--- src/rtl/dram_rd_pkg.sv ---
// Shared types for the strided DRAM read engine.
// Holds the engine state encoding.
package dram_rd_pkg;

  typedef enum logic [1:0] {
    ST_IDLE   = 2'd0,
    ST_ACTIVE = 2'd1,
    ST_DONE   = 2'd2
  } state_t;

endpackage

--- src/rtl/dram_rd_fifo.sv ---
// First-word-fall-through FIFO holding whole DRAM words.
// rd_data shows the head entry whenever empty is low.
module dram_rd_fifo #(
  parameter int WIDTH = 32,
  parameter int DEPTH = 16
) (
  input  logic                     clk,
  input  logic                     rst,
  input  logic                     wr_en,
  input  logic [WIDTH-1:0]         wr_data,
  input  logic                     rd_en,
  output logic [WIDTH-1:0]         rd_data,
  output logic                     empty,
  output logic [$clog2(DEPTH):0]   count
);

  localparam int AW = $clog2(DEPTH);
  localparam int CW = AW + 1;

  logic [WIDTH-1:0] mem [DEPTH];
  logic [AW-1:0]    wr_ptr;
  logic [AW-1:0]    rd_ptr;
  logic             wr_ok;
  logic             rd_ok;

  assign empty   = (count == '0);
  assign wr_ok   = wr_en && (count != CW'(DEPTH));
  assign rd_ok   = rd_en && !empty;
  assign rd_data = mem[rd_ptr];

  always_ff @(posedge clk) begin
    if (wr_ok) mem[wr_ptr] <= wr_data;
  end

  always_ff @(posedge clk or posedge rst) begin
    if (rst) begin
      wr_ptr <= '0;
      rd_ptr <= '0;
      count  <= '0;
    end else begin
      if (wr_ok) wr_ptr <= wr_ptr + AW'(1);
      if (rd_ok) rd_ptr <= rd_ptr + AW'(1);
      count <= count + CW'(wr_ok) - CW'(rd_ok);
    end
  end

endmodule

--- src/rtl/dram_rd_stride.sv ---
// Strided DRAM reader: issues credit-limited requests,
// buffers responses and unpacks them into narrow words.
module dram_rd_stride
  import dram_rd_pkg::*;
#(
  parameter int ADDR_WIDTH    = 15,
  parameter int SIZE_WIDTH    = 17,
  parameter int STRIDE_WIDTH  = 8,
  parameter int OUTPUT_WIDTH  = 16,
  parameter int DATA_IN_WIDTH = 32,
  parameter int FIFO_DEPTH    = 16
) (
  input  logic                     dram_clk,
  input  logic                     dram_rst,
  input  logic                     go,
  input  logic [ADDR_WIDTH-1:0]    start_addr,
  input  logic [SIZE_WIDTH-1:0]    size,
  input  logic [STRIDE_WIDTH-1:0]  stride,
  input  logic                     stall,
  input  logic                     rd_en,
  output logic                     valid,
  output logic [OUTPUT_WIDTH-1:0]  data,
  output logic                     done,
  output logic                     busy,
  input  logic                     dram_ready,
  output logic                     dram_rd_en,
  output logic [ADDR_WIDTH-1:0]    dram_rd_addr,
  input  logic [DATA_IN_WIDTH-1:0] dram_rd_data,
  input  logic                     dram_rd_valid
);

  localparam int RATIO      = DATA_IN_WIDTH / OUTPUT_WIDTH;
  localparam int RATIO_LOG2 = $clog2(RATIO);
  localparam int IW = (RATIO_LOG2 > 0) ? RATIO_LOG2 : 1;
  localparam int CW = $clog2(FIFO_DEPTH) + 1;
  localparam int UW = CW + 1;

  state_t                    state;
  logic [ADDR_WIDTH-1:0]     next_addr;
  logic [STRIDE_WIDTH-1:0]   stride_q;
  logic [SIZE_WIDTH-1:0]     req_left;
  logic [SIZE_WIDTH-1:0]     out_left;
  logic [SIZE_WIDTH-1:0]     req_rem;
  logic [SIZE_WIDTH:0]       req_init;
  logic [CW-1:0]             outstanding;
  logic [CW-1:0]             fifo_count;
  logic [UW-1:0]             used;
  logic [IW-1:0]             slice;
  logic [DATA_IN_WIDTH-1:0]  fifo_dout;
  logic                      fifo_empty;
  logic                      accept;
  logic                      resp;
  logic                      pop;
  logic                      last;
  logic                      can_issue;

  assign accept   = dram_rd_en && dram_ready;
  assign resp     = dram_rd_valid && (outstanding != '0);
  assign valid    = !fifo_empty;
  assign pop      = rd_en && valid;
  assign last     = (slice == IW'(RATIO - 1))
                 || (out_left == SIZE_WIDTH'(1));
  assign data     = valid
    ? fifo_dout[int'(slice)*OUTPUT_WIDTH +: OUTPUT_WIDTH]
    : '0;
  assign req_init = ({1'b0, size} + (SIZE_WIDTH+1)'(RATIO - 1))
                 >> RATIO_LOG2;
  assign req_rem  = req_left - SIZE_WIDTH'(accept);

  // The asserted request already owns a credit, pops are ignored.
  assign used = UW'(fifo_count) + UW'(outstanding)
              + UW'(dram_rd_en);
  assign can_issue = (state == ST_ACTIVE) && (req_rem != '0)
                  && !stall && (used < UW'(FIFO_DEPTH));

  dram_rd_fifo #(
    .WIDTH (DATA_IN_WIDTH),
    .DEPTH (FIFO_DEPTH)
  ) u_fifo (
    .clk     (dram_clk),
    .rst     (dram_rst),
    .wr_en   (resp),
    .wr_data (dram_rd_data),
    .rd_en   (pop && last),
    .rd_data (fifo_dout),
    .empty   (fifo_empty),
    .count   (fifo_count)
  );

  always_ff @(posedge dram_clk or posedge dram_rst) begin
    if (dram_rst) begin
      state        <= ST_IDLE;
      busy         <= 1'b0;
      done         <= 1'b0;
      dram_rd_en   <= 1'b0;
      dram_rd_addr <= '0;
      next_addr    <= '0;
      stride_q     <= '0;
      req_left     <= '0;
      out_left     <= '0;
      outstanding  <= '0;
      slice        <= '0;
    end else begin
      outstanding <= outstanding + CW'(accept) - CW'(resp);
      unique case (state)
        ST_IDLE, ST_DONE: begin
          if (go && size == '0) begin
            state <= ST_DONE;
            done  <= 1'b1;
          end else if (go) begin
            state        <= ST_ACTIVE;
            busy         <= 1'b1;
            done         <= 1'b0;
            stride_q     <= stride;
            slice        <= '0;
            out_left     <= size;
            req_left     <= SIZE_WIDTH'(req_init);
            dram_rd_en   <= !stall;
            dram_rd_addr <= start_addr;
            next_addr    <= stall ? start_addr
              : start_addr + ADDR_WIDTH'(stride);
          end
        end
        ST_ACTIVE: begin
          if (accept) req_left <= req_rem;
          if (!dram_rd_en || dram_ready) begin
            dram_rd_en <= can_issue;
            if (can_issue) begin
              dram_rd_addr <= next_addr;
              next_addr    <= next_addr
                + ADDR_WIDTH'(stride_q);
            end
          end
          if (pop) begin
            out_left <= out_left - SIZE_WIDTH'(1);
            slice    <= last ? '0 : slice + IW'(1);
            if (out_left == SIZE_WIDTH'(1)) begin
              state <= ST_DONE;
              busy  <= 1'b0;
              done  <= 1'b1;
            end
          end
        end
        default: state <= ST_IDLE;
      endcase
    end
  end

endmodule

--- config.mk ---
export PLATFORM = sky130hd
export DESIGN_NAME = dram_rd_stride
export DESIGN_NICKNAME = d
export VERILOG_FILES = /design/src/rtl/dram_rd_pkg.sv /design/src/rtl/dram_rd_fifo.sv /design/src/rtl/dram_rd_stride.sv
export SDC_FILE = /design/constraint.sdc
export NUM_CORES = 1
export LEC_CHECK = 0
export ABC_AREA = 1
export CAP_MARGIN = 20
export CORE_ASPECT_RATIO = 0.5
export CORE_MARGIN = 2
export CORE_UTILIZATION = 55
export CTS_BUF_LIST = sky130_fd_sc_hd__clkbuf_16
export DETAILED_ROUTE_END_ITERATION = 8
export GPL_TIMING_DRIVEN = 0
export PLACE_DENSITY_LB_ADDON = 0.25
export SLEW_MARGIN = 20
export SYNTH_ARGS = -nofsm -noshare
export SYNTH_HDL_FRONTEND = slang
export SYNTH_HIERARCHICAL = 1
export SYNTH_SLANG_ARGS = --single-unit
export TNS_END_PERCENT = 100
--- constraint.sdc ---
create_clock -name dram_clk -period 2.9 [get_ports dram_clk]
set_clock_uncertainty 0.15 [all_clocks]
set_input_delay 0.29 -clock dram_clk [delete_from_list [all_inputs] [get_ports dram_clk]]
set_output_delay 0.29 -clock dram_clk [all_outputs]
set_load 0.01 [all_outputs]
==> impl_results.md <==
- Commonest register cell after synthesis: edfxtp_1
- Initial Utilization: 55.4%
- Worst-case register-to-register setup slack: 0 ns
- TritonCTS clock tree: done
- Final core area utilization: 68.3%
- IO Port Bufs: 112
- Async set-or-reset flop fraction in the synthesized netlist: 15.8%
- Final design area excluding fillers: 35400 µm²
- Total internal power: 19.4 mW
- Startpoint of the worst hold path: stall
- Register share of total power: 33.8%
- Die Span X: 327 µm
- Synth Cell Area: 28700 µm²
- First-pass DRT Iterations: 7
- Count of nets left with antenna violations after detail routing: 0
- Sequential area share after synthesis: 61.9%
- Area occupied by multi-input gates: 9820 µm²
- Critical path startpoint category: flip-flop
- Cell type group with the largest total delay on the critical path: simple AND/OR/NAND/NOR gates
- CP Cell Sequence: buf_12 -> clkbuf_16 -> buf_6 -> nand2_1 -> nand3_1 -> nand2_1 -> nor2_1 -> nand2_1 -> nand2_1 -> nor2_1 -> nor2_2 -> buf_2
- Number of cells on the worst hold path: 5
- Slowest stage delay, CP: 0.49 ns
- Share of total power in combinational logic: 45.2%
- Number of placed I/O pins: 114
- Final count of hold timing violations: 0
- Switching pwr: 12.8 mW
- Pin slew with the least headroom to its limit: 0.869 ns
- Y dimension of the die: 166 µm
- Share of the cycle needed by the critical path after routing: 107%
- Synth area leaders: edfxtp_1, nand2_1, dfrtp_1
- Clock Tree Buf Depth: 3
- #FFs+latches synth: 608
- Cell type with the highest occurrence count on the critical path: nand2_1
- DP Area: 31300 µm²
- Max Cap Violations: 0
- Sum of overflow across all layers after global routing: 0
- Fillers: 3756
- Path class of the lowest-slack min-delay path: input pin to flip-flop
- Setup Total Neg Slack: -1.47 ns
- Cell variety after synth: 50
- Total Routing Usage GR: 29.6%
- Antenna violations before repair: 0
- Violated checks: setup timing
- Critical path buffers and inverters: 4
- Cell leakage power: 15.3 nW
- Total number of nets in the final design: 3484
- Yosys warning total: 6
- Register area: 17800 µm²
- Pins Over Slew Limit: 0
- Total power per unit cell area: 908 nW/µm²
- CP max stage cell: dfrtp_2
- Number of cell rows: 59
- CP Max Fanout: 10
- Number of clock buffers inserted by TritonCTS: 53
- Path type of the worst setup path: flip-flop to primary output
- Remaining DRCs: 0
- Signed area change from the synthesized netlist to the final layout: 23.2%
- # diodes: 0
- Vias: 23000
- Data arrival at the endpoint of the critical path: 2.66 ns
- Nature of the critical path endpoint: primary output
- Total die area: 54200 µm²
- Detail-routed net length per standard cell: 20.5 µm
- Share of Yosys cell area claimed by the top area cell type: 53.5%
- Hpwl dp: 54100 µm
- Slew headroom: 42.1%
- CP Data Required Time: 2.46 ns
- Total nets after synthesis: 3210
- TritonCTS sink count: 608
- Proportion of total power due to net switching: 39.7%
- Clock latency of the later-clocked register in the worst-skew pair: 0.61 ns
- Fraction of layout instances using a drive strength above 1: 15.7%
- RD Place Congestion: 0.916
- Largest area contributor in the synthesized netlist: edfxtp_1
- Root buffer cell: clkbuf_16
- Final setup margin: -0.199 ns
- Crit Reg-Reg Startpoint: slice$_DFFE_PP0P_
- Number of global-route vias before repair: 21500
- Final wirelength: 84100 µm
- Clock Pin Slew Worst Setup and Hold Paths: 0.07 ns
- Part of the power in the clock network: 21.0%
- Global-route wire length before repair: 123000 µm
- Vias per Instance: 5.60
- Endpoints failing setup: 16
- Result of the run: finished with violations
- Clock H-tree levels: 2
- DRT iter0 DRCs: 2964
- Max rail drop VDD: 0.000622 V
- Number of cells on the worst reg-to-reg path: 16
- Number of enable-type register cells in the synthesized netlist: 512
- Worst hold path endpoint: next_addr[0]$_DFFE_PP0P_
- Pin count of the biggest net entering global routing: 54
- Shortest clock period the worst path allows after layout: 3.10 ns
- Area of the core: 51800 µm²
- Cell count after synthesis: 3083
- Maximum clock frequency: 323 MHz
- RSZ-0062 raised after global routing: true
- Synth Area per Inst: 9.32 µm²
- Capturing point of the worst reg2reg path: u_fifo/count[4]$_DFF_PP0_
[layout by cell type, fill, tap and decap left out, types with 14 or more instances in the layout]
cell type / n
inv_1: 331
dfrtp_1: 89
nand3_1: 253
clkdlybuf4s50_1: 95
nand2_1: 1010
nand3_2: 22
buf_6: 30
buf_2: 29
buf_4: 74
clkbuf_1: 15
buf_12: 42
nor2_1: 258
nand2_4: 14
ha_1: 41
nor2_4: 28
edfxtp_1: 512
clkinv_1: 16
nor2_2: 52
buf_16: 18
o21ai_0: 79
nand2_2: 57
nand4_1: 14
clkbuf_16: 65
a21oi_1: 52
xor2_1: 25
[through the flow]
step	hold WS, ns	setup WS [ns]	total power [mW]	std cells
floorplan	0.0170	-0.249	17.4	3083
global placement	0.304	-2.15	21.3	3896
detailed placement	0.309	-0.449	21.9	3914
CTS	0.0886	-0.181	30.1	4067
global route	0.169	-0.213	33.5	4100
finish	0.121	-0.199	32.1	4100
[Yosys cell counts, types with 3 or more instances]
cell type	instances
inv_1	326
nand4_1	14
nand2_2	3
xnor2_1	9
o21ai_0	96
a22o_1	3
o31ai_1	5
dfrtp_1	96
a31oi_1	9
nand2_1	1076
mux2_2	7
o22ai_1	4
a22oi_1	4
inv_2	6
buf_4	12
fa_1	4
clkbuf_1	34
nor2_1	333
ha_1	44
o211ai_1	4
nand3_1	275
a211oi_1	4
a21oi_1	52
nor2_4	3
buf_6	3
edfxtp_1	512
nor3_1	10
buf_1	7
o2bb2ai_1	3
xor2_1	26
clkinv_1	3
buf_2	73
[worst max-delay path by stage]
| stage | cells past startpoint | from | to | slack [ns] |
|---|---|---|---|---|
| floorplan | 7 | outstanding[2]$_DFF_PP0_ | u_fifo/mem[0][0]$_DFFE_PP_ | -0.25 |
| global placement | 7 | dram_rd_valid | u_fifo/mem[8][15]$_DFFE_PP_ | -2.15 |
| detailed placement | 19 | dram_ready | next_addr[3]$_DFFE_PP0P_ | -0.45 |
| CTS | 11 | u_fifo/rd_ptr[0]$_DFFE_PP0P_ | data[2] | -0.18 |
| global route | 12 | u_fifo/rd_ptr[0]$_DFFE_PP0P_ | data[6] | -0.21 |
| finish | 12 | u_fifo/rd_ptr[0]$_DFFE_PP0P_ | data[6] | -0.20 |
[state kept, by name, indices dropped and copies added, names as in the netlist]
name / flops
u_fifo/mem: 512
out_left: 17
req_left: 17
dram_rd_addr: 15
next_addr: 15
stride_q: 8
outstanding: 5
u_fifo/count: 5
u_fifo/rd_ptr: 4
u_fifo/wr_ptr: 4
state: 2
busy: 1
done: 1
dram_rd_en: 1
slice: 1
[power groups by stage]
| stage | Sequential, mW | Combinational [mW] | Clock [mW] |
|---|---|---|---|
| 2_1_floorplan | 10.9 | 6.50 | 0 |
| 3_3_place_gp | 11.0 | 10.3 | 0 |
| 3_5_place_dp | 11.0 | 10.9 | 0 |
| 4_1_cts | 10.8 | 12.5 | 6.77 |
| 5_1_grt | 10.9 | 15.5 | 7.13 |
| 6_report | 10.9 | 14.5 | 6.73 |
[final cells by class]
type	instances	share of cell area [%]
repair buffers	221	7.55
multi-input cells	2010	27.7
plain buffers	128	3.85
inverters	335	3.60
clock inverters	44	0.774
well taps	701	2.48
clock buffers	53	3.75
flip-flops and latches	608	50.3
[logic make-up after synthesis]
| kind of cell | after synthesis | share of synthesized area, % |
|---|---|---|
| AOI/OAI and AO/OA | 195 | 3.81 |
| xor gates and xnor gates | 35 | 1.07 |
| adders and majority gates | 48 | 2.19 |
| buffers and inverters | 465 | 6.64 |
| DFF | 608 | 61.9 |
| muxes | 7 | 0.274 |
| and+or+nand+nor | 1725 | 24.1 |
[metal layers]
layer  share of wire (%)  global-route usage [%]
met5                   0                       0
met2                  46                    46.9
met1                  39                    41.0
met3                  11                    5.71
met4                 3.8                    10.4
[worst min-delay path, stage by stage]
cell and delay [ns]:
buf_2 0.20, o21ai_0 0.18, nand2_1 0.05, nand3_1 0.07, nand2_1 0.05
[repair_timing]
action / CTS / global route
pin swaps: 53 / 95
endpoints found under the hold margin: 30 / 0
gates cloned: 5 / 10
gates resized for setup: 302 / 238
setup buffers: 51 / 30
endpoints found under the setup margin: 276 / 142
hold buffers: 1 / 0
Power figures use the tool's default switching activity.
